===== config.mk =====
export PLATFORM = sky130hd
export DESIGN_NAME = execute_stage_mc
export DESIGN_NICKNAME = d
export VERILOG_FILES = /design/src/rtl/execute_stage_mc.sv
export SDC_FILE = /design/constraint.sdc
export NUM_CORES = 2
export LEC_CHECK = 0
export CAP_MARGIN = 20
export CORE_MARGIN = 4
export CORE_UTILIZATION = 40
export CTS_CLUSTER_DIAMETER = 60
export DETAILED_ROUTE_END_ITERATION = 10
export PLACE_DENSITY_LB_ADDON = 0.15
export SYNTH_ARGS = -nofsm -noshare
export SYNTH_HDL_FRONTEND = slang
export SYNTH_SLANG_ARGS = --single-unit

===== constraint.sdc =====
create_clock -name clk -period 6.79 [get_ports clk]
set_clock_uncertainty 0.1 [all_clocks]
set_input_delay 1.358 -clock clk [delete_from_list [all_inputs] [get_ports clk]]
set_output_delay 1.358 -clock clk [all_outputs]
set_load 0.02 [all_outputs]

===== src/rtl/execute_stage_mc.sv =====
// Execute stage: operand forwarding, single-cycle ALU, iterative multiply, branch target, EX/MEM register.
// Latency: 1 cycle for ALU ops, XLEN/MUL_BITS+1 edges for MUL (accept edge plus one edge per iteration).
// Backpressure: stall is high while a multiply iterates; flush aborts it; outputs are bubbles until done.
module execute_stage_mc #(
    parameter int XLEN     = 64,
    parameter int MUL_BITS = 4
) (
    input  logic            clk,
    input  logic            rst_n,
    input  logic            in_valid,
    input  logic            flush,
    input  logic [XLEN-1:0] pc,
    input  logic [XLEN-1:0] read_data_1,
    input  logic [XLEN-1:0] read_data_2,
    input  logic [XLEN-1:0] imm,
    input  logic            alu_src,
    input  logic [3:0]      alu_ctrl,
    input  logic [4:0]      rd,
    input  logic            reg_write,
    input  logic [1:0]      forward_a,
    input  logic [1:0]      forward_b,
    input  logic [XLEN-1:0] ex_mem_fwd,
    input  logic [XLEN-1:0] wb_fwd,
    output logic            stall,
    output logic            out_valid,
    output logic [XLEN-1:0] out_result,
    output logic [XLEN-1:0] out_store_data,
    output logic [XLEN-1:0] out_branch_target,
    output logic            out_zero,
    output logic [4:0]      out_rd,
    output logic            out_reg_write
);

    localparam int N   = XLEN / MUL_BITS;
    localparam int CW  = (N > 1) ? $clog2(N) : 1;
    localparam int SHW = $clog2(XLEN);
    localparam logic [CW-1:0] LAST_ITER = CW'(N - 1);

    localparam logic [3:0] OP_AND = 4'b0000;
    localparam logic [3:0] OP_ORR = 4'b0001;
    localparam logic [3:0] OP_ADD = 4'b0010;
    localparam logic [3:0] OP_SUB = 4'b0110;
    localparam logic [3:0] OP_PSB = 4'b0111;
    localparam logic [3:0] OP_NOR = 4'b1100;
    localparam logic [3:0] OP_LSL = 4'b1001;
    localparam logic [3:0] OP_LSR = 4'b1010;
    localparam logic [3:0] OP_MUL = 4'b1000;

    typedef enum logic {IDLE, MUL_BUSY} state_t;

    state_t          state_q;
    logic [XLEN-1:0] mul_a_q, mul_b_q, acc_q;
    logic [CW-1:0]   cnt_q;
    logic [4:0]      mul_rd_q;
    logic            mul_regw_q;
    logic [XLEN-1:0] mul_tgt_q, mul_store_q;

    logic            out_valid_q, out_zero_q, out_regw_q;
    logic [XLEN-1:0] out_result_q, out_store_q, out_tgt_q;
    logic [4:0]      out_rd_q;

    logic [XLEN-1:0] op_a, fwd_b, op_b, alu_res, target, partial, acc_d;
    logic [SHW-1:0]  shamt;

    // Operand selection: forwarding muxes (code 11 falls back to the register file), then immediate select
    always_comb begin
        op_a = read_data_1;
        case (forward_a)
            2'b10:   op_a = ex_mem_fwd;
            2'b01:   op_a = wb_fwd;
            default: op_a = read_data_1;
        endcase
        fwd_b = read_data_2;
        case (forward_b)
            2'b10:   fwd_b = ex_mem_fwd;
            2'b01:   fwd_b = wb_fwd;
            default: fwd_b = read_data_2;
        endcase
        op_b   = alu_src ? imm : fwd_b;
        shamt  = op_b[SHW-1:0];
        target = pc + (imm << 2);
    end

    // Single-cycle ALU; MUL and undefined codes produce zero here
    always_comb begin
        alu_res = '0;
        case (alu_ctrl)
            OP_AND:  alu_res = op_a & op_b;
            OP_ORR:  alu_res = op_a | op_b;
            OP_ADD:  alu_res = op_a + op_b;
            OP_SUB:  alu_res = op_a - op_b;
            OP_PSB:  alu_res = op_b;
            OP_NOR:  alu_res = ~(op_a | op_b);
            OP_LSL:  alu_res = op_a << shamt;
            OP_LSR:  alu_res = op_a >> shamt;
            default: alu_res = '0;
        endcase
    end

    // One multiply digit per cycle: A is pre-shifted and B consumed from its low end each iteration
    always_comb begin
        partial = mul_a_q * XLEN'(mul_b_q[MUL_BITS-1:0]);
        acc_d   = acc_q + partial;
    end

    // Control FSM and EX/MEM register; out_valid defaults to a bubble every edge
    always_ff @(posedge clk or negedge rst_n) begin
        if (!rst_n) begin
            state_q      <= IDLE;
            mul_a_q      <= '0;
            mul_b_q      <= '0;
            acc_q        <= '0;
            cnt_q        <= '0;
            mul_rd_q     <= '0;
            mul_regw_q   <= 1'b0;
            mul_tgt_q    <= '0;
            mul_store_q  <= '0;
            out_valid_q  <= 1'b0;
            out_zero_q   <= 1'b0;
            out_regw_q   <= 1'b0;
            out_result_q <= '0;
            out_store_q  <= '0;
            out_tgt_q    <= '0;
            out_rd_q     <= '0;
        end else begin
            out_valid_q <= 1'b0;
            if (flush) begin
                state_q <= IDLE;
            end else begin
                case (state_q)
                    IDLE: begin
                        if (in_valid) begin
                            if (alu_ctrl == OP_MUL) begin
                                mul_a_q     <= op_a;
                                mul_b_q     <= op_b;
                                acc_q       <= '0;
                                cnt_q       <= '0;
                                mul_rd_q    <= rd;
                                mul_regw_q  <= reg_write;
                                mul_tgt_q   <= target;
                                mul_store_q <= fwd_b;
                                state_q     <= MUL_BUSY;
                            end else begin
                                out_result_q <= alu_res;
                                out_zero_q   <= (alu_res == '0);
                                out_store_q  <= fwd_b;
                                out_tgt_q    <= target;
                                out_rd_q     <= rd;
                                out_regw_q   <= reg_write;
                                out_valid_q  <= 1'b1;
                            end
                        end
                    end
                    MUL_BUSY: begin
                        acc_q   <= acc_d;
                        mul_a_q <= mul_a_q << MUL_BITS;
                        mul_b_q <= mul_b_q >> MUL_BITS;
                        cnt_q   <= cnt_q + CW'(1);
                        if (cnt_q == LAST_ITER) begin
                            out_result_q <= acc_d;
                            out_zero_q   <= (acc_d == '0);
                            out_store_q  <= mul_store_q;
                            out_tgt_q    <= mul_tgt_q;
                            out_rd_q     <= mul_rd_q;
                            out_regw_q   <= mul_regw_q;
                            out_valid_q  <= 1'b1;
                            state_q      <= IDLE;
                        end
                    end
                    default: state_q <= IDLE;
                endcase
            end
        end
    end

    assign stall             = (state_q == MUL_BUSY);
    assign out_valid         = out_valid_q;
    assign out_result        = out_result_q;
    assign out_store_data    = out_store_q;
    assign out_branch_target = out_tgt_q;
    assign out_zero          = out_zero_q;
    assign out_rd            = out_rd_q;
    assign out_reg_write     = out_regw_q;

endmodule


Word level (Yosys, flattened, before mapping)
Index checks and enable logic that the tools add are counted.
Widths: inputs -> output; s select.
{"block": "totals", "register_bits": 531, "wordCells": 102, "in_bits": 403}
{"block": "op_classes", "eq_ne": 17, "muxes": 50, "n_mul": 1, "reduce_logical": 6, "n_addsub": 5, "shift": 2, "bitwise": 5}
{"operator": "$mux 64", "count": 16}
{"operator": "$pmux 64 s2", "count": 8}
{"operator": "$pmux 64 s8", "count": 1}
{"operator": "$add 64x64->64", "count": 3}
{"operator": "$logic_not 64->1", "count": 2}
{"operator": "$and 64x64->64", "count": 1}
{"operator": "$mul 64x4->64", "count": 1}
{"operator": "$not 64->64", "count": 1}
{"operator": "$or 64x64->64", "count": 1}
{"operator": "$shl 64x6->64", "count": 1}
{"operator": "$shr 64x6->64", "count": 1}
{"operator": "$sub 64x64->64", "count": 1}
{"operator": "$eq 4x4->1 const B", "count": 5}
{"operator": "$mux 5", "count": 3}
{"operator": "$mux 1", "count": 14}
{"operator": "$pmux 5 s2", "count": 1}
{"operator": "$eq 4x3->1 const B", "count": 2}
{"operator": "$mux 4", "count": 2}
{"operator": "$pmux 1 s2", "count": 4}
{"operator": "$pmux 4 s2", "count": 1}
{"operator": "$reduce_and 4->1", "count": 2}
{"operator": "$ne 2x2->1 const B", "count": 3}
{"operator": "$add 4x1->4 const B", "count": 1}
{"operator": "$eq 2x1->1 const B", "count": 2}
{"operator": "other kinds (7)", "count": 9}

Longest topological paths before layout
{"block": "logic_depth", "depth_word": 10, "depth_mapped": 42, "depth_no_buf": 34}

Worst setup path after synthesis
Ideal clock, no wire load.
{"block": "synth_timing", "path_type": "input-to-reg", "start": "in forward_b[0]", "end": "reg out_zero_q (netlist: out_zero)", "required_time_ns": 6.624, "cell_stages": 40, "arrival_ns": 8.442, "slack_ns": -1.818, "path_buffers": 8, "setup_time_ns": 0.066, "cell_sequence": "inv_1 ha_1 buf_6 or2_1 o221ai_2 buf_6 buf_6 buf_4 buf_4 buf_2 buf_2 ha_1 nand3_1 nor2_1 o21ai_1 nor3_1 o21ai_0 nor3_1 [... 4 more ...] a21oi_1 xnor2_1 ha_1 a21oi_1 o21bai_1 a21oi_1 o21ai_0 o2bb2ai_1 a222oi_1 o31ai_1 or4_1 a211o_1 a211oi_2 nand4b_1 nor4_1 nand2_1 a21oi_1 a41o_1"}
{"block": "synth_via", "elab_chain_len": 10, "elab_cells_between_ends": 16, "cone_classes": "2 x add/sub; 2 x eq/ne; 2 x shift; 6 x mux; 3 x bitwise; 1 x reduce/logical"}
{"element": "start, declared", "line": "21", "text": "input logic [1:0] forward_b,"}
{"element": "$eq 2x1->1 / $eq 2x2->1 (equally long branches)", "line": "74", "text": "case (forward_b)"}
{"element": "$pmux 64 s2 *", "line": "74"}
{"element": "$mux 64 *", "line": "79", "text": "op_b = alu_src ? imm : fwd_b;"}
{"element": "branches (longest 2 deep; another with $sub 64x64->64)"}
{"element": "$pmux 64 s8 *", "line": "87", "text": "case (alu_ctrl)"}
{"element": "$logic_not 64->1 *", "line": "145", "text": "out_zero_q <= (alu_res == '0);"}
{"element": "$mux 1 *", "line": "133", "text": "if (alu_ctrl == OP_MUL) begin"}
{"element": "$mux 1 *", "line": "132", "text": "if (in_valid) begin"}
{"element": "$pmux 1 s2 *", "line": "130", "text": "case (state_q)"}
{"element": "end signal, assigned", "line": "145"}
{"element": "end signal, assigned", "line": "161", "text": "out_zero_q <= (acc_d == '0);"}
{"element": "end, declared", "line": "58", "text": "logic out_valid_q, out_zero_q, out_regw_q;"}
Every way passes the cells marked *. The select of a mux whose other input is x is not followed.
A chain may end at the register's enable or synchronous reset.

Worst setup path after layout
{"block": "layout_timing", "start": "in forward_b[1]", "end": "reg out_zero_q (netlist: out_zero)"}
Same word-level chain as after synthesis.

==> impl_metrics.yaml <==
clock_tree:
  cts.reportedPaths.clkPinSlew_ps: 60
  postCtsHoldBufs: 0
  cts_buffers: 78
  cts.sinks: 531
  tritoncts: "built"
  clk_latency_ps: 710
  htree_levels: 3
  root_buffer: "clkbuf_16"
  clockBufferDepth: 3
setup_path:
  crit_fanout: 45
  critPathKind: "in -> reg"
  worst_r2r_endpoint: "out_zero"
  regToRegSetupSlack_ps: -330
  r2r_cells: 24
  cp.arrival_ps: 7940
  crit_path_end_kind: "register"
  start_kind: "input port"
  worstPathRequired_ps: 7320
  regToRegStartpoint: "mul_b_q[1]"
sta:
  worst_slack_ps: -622.2
  worstMarginPinSlew_ps: 1182
  period_share: 1.092
  setup_violations: 4
  fin_hold_ws_ps: 375.4
  fin_crit_ps: 7412
  slew_headroom: 0.2120
  fin_setup_tns_ps: -834.1
  slew_viol_final: 0
  hold_viol: 0
  fmax_mhz: 134.9
  rsz0062_at_grt: "yes"
logic_synthesis:
  synth_area_leaders: "dfrtp_1 (24%), nand2_1 (8.1%), o21ai_0 (7.5%), fa_1 (6.7%), mux2i_1 (5.1%)"
  syn_nets: 7963
  syn_inst: 7161
  async_flop_share: 1.000
  ys_ff_latch: 531
  ys_warn_count: 0
  seq_area_frac_synth: 0.2434
  ys.flop_type: "dfrtp_1"
  synth_top_area_cell: "dfrtp_1"
  netlist_area_um2: 54600
  synth-edff-count: 0
  synth.distinct_cells: 109
  syn_area_per_cell_um2: 7.624
  synth_top_area_share: 0.2434
placement:
  portBuffers: 603
  dpl.hpwl_um: 284000
  globalplace.congestion: 1.144
  dpl_worst_slack_ps: -2082
  dp_cells: 10780
  placed_cell_area_um2: 74860
route:
  ant_nets: 0
  wl_met1_um: 132600
  routed.top_layer: "met5"
  wl_per_cell_um: 31.75
  via_per_inst: 6.285
  dr.pass1.iters: 8
  vias: 69160
  drc_errors: 0
  wl_met2_um: 143400
  drt_iter0_drc: 9163
  dr_wl_met3_um: 44740
  drt_wl_total_um: 349400
outcome:
  violations: "negative setup slack"
  status: "finished, violations left"
finish:
  fin_nets: 9936
  drive_above_1_share: 0.2464
  area_delta_synth_final_pct: 45.22
  final_core_util: 0.5853
  fillCellCount: 12490
  stdcell_count: 11000
  stdcell_area_um2: 79290
  seq_area_um2: 13300
  final_cell_mix: "buf_4 (1696), nand2_1 (1167), o21ai_0 (777), clkdlybuf4s50_1 (589), nor2_1 (567)"
  layout_commonest_cell: "buf_4"
  multi_input_area_um2: 39410
worst_hold_path:
  hp-class: "reg -> reg"
  hold_depth: 2
  worstHoldStart: "mul_tgt_q[37]"
  hold_end: "mul_tgt_q[37]"
global_route:
  grt_overflow: 0
  grt_max_degree: 206
  grt.total_usage: 0.4735
  grt_pass1_vias: 66710
  grt_pass1_wl_um: 484800
  grt_antenna_before_repair: 39
floorplan:
  num_rows: 135
  die_x_um: 377.5
  initial_core_util: 0.4030
  top_level_ports: 604
  dieHeight_um: 377.5
  die_area_um2: 142500
  core-area_um2: 135500
run:
  maxCapViolCount: 0
pwr:
  total_leakage_power_nw: 37.50
  ir_drop_mv: 0.2198
  powerDensity_nw_per_um2: 280.2
  total_power_mw: 22.22
-- power breakdown --
part | leakage (nW) | switching, mW | total, mW | internal, mW
clock network | 1.31 | 1.74 | 4.36 | 2.62
logic | 29.3 | 7.83 | 13.4 | 5.61
registers | 6.87 | 0.586 | 4.42 | 3.83
-- layer usage --
metal / track usage / vias up
met1: 0.5912 / 33410
met2: 0.6916 / 4820
met5: 0 / -
li1: - / 29740
met3: 0.1670 / 1177
met4: 0.3062 / 12
-- worst max path at each step --
stage                       startpoint  endpoint  slack [ps]
final                     forward_b[1]  out_zero        -620
after global routing      forward_b[0]  out_zero        -690
after CTS                 forward_b[0]  out_zero        -320
after detailed placement  forward_b[0]  out_zero       -2080
after global placement    forward_b[0]  out_zero       -2850
after floorplan           forward_b[0]  out_zero        -930
-- cell families (layout without fill, tap and decap cells) --
group | Yosys count | after routing | share of synthesized area
XOR/XNOR | 213 | 213 | 0.03417
AO/OA/AOI/OAI | 2500 | 2500 | 0.2871
multiplexers | 315 | 315 | 0.06043
buffers and inverters | 774 | 2807 | 0.05974
adder cells (fa/ha/maj) | 444 | 444 | 0.1250
flip-flops | 531 | 531 | 0.2434
other | 0 | 28 | 0
AND/OR/NAND/NOR | 2384 | 2384 | 0.1902
-- critical path: stages --
cell,delay (ps)
buf_6,100
ha_4,260
buf_8,140
or2_4,250
o221ai_4,170
buf_4,530
buf_6,540
mux2_2,450
buf_4,160
o22a_1,210
a311o_1,380
a31oi_1,520
a211oi_1,290
or4_1,850
nor2_1,180
nor4b_4,510
nand4_1,230
nor4_2,290
nand2_1,160
a21oi_2,160
a41o_1,120
-- cell type report --
cell class,instances,share of cell area
inverter,265,0.01283
sequential,531,0.1678
timing repair buffer,2402,0.2592
antenna,28,0.0008837
tap,1781,0.02811
clock buffer,99,0.02727
clock inverter,41,0.006865
multi-input combinational,5856,0.4970
-- synthesized netlist by cell type, types with 100 or more instances --
cell,instances
o22ai_1,179
a21oi_1,522
fa_1,184
dfrtp_1,531
nor2_1,581
nand2_1,1175
xnor2_1,127
inv_1,260
mux2i_1,279
a21o_1,121
clkbuf_1,353
and2_1,100
o21ai_0,820
nor3_1,105
ha_1,215
nand3_1,115
-- repair_timing --
| item | in CTS | in global routing |
|---|---|---|
| endpoints found under the setup margin | 45 | 44 |
| resized for setup | 125 | 180 |
| pin swaps | 56 | 94 |
| buffers inserted | 30 | 29 |
-- state kept, by name, indices dropped and copies added, names as in the netlist, 64 cells and up --
| name | count |
|---|---|
| acc_q | 64 |
| mul_a_q | 64 |
| mul_b_q | 64 |
| mul_store_q | 64 |
| mul_tgt_q | 64 |
| out_branch_target | 64 |
| out_result | 64 |
| out_store_data | 64 |
Note: power is estimated with default switching activity, not from simulation.
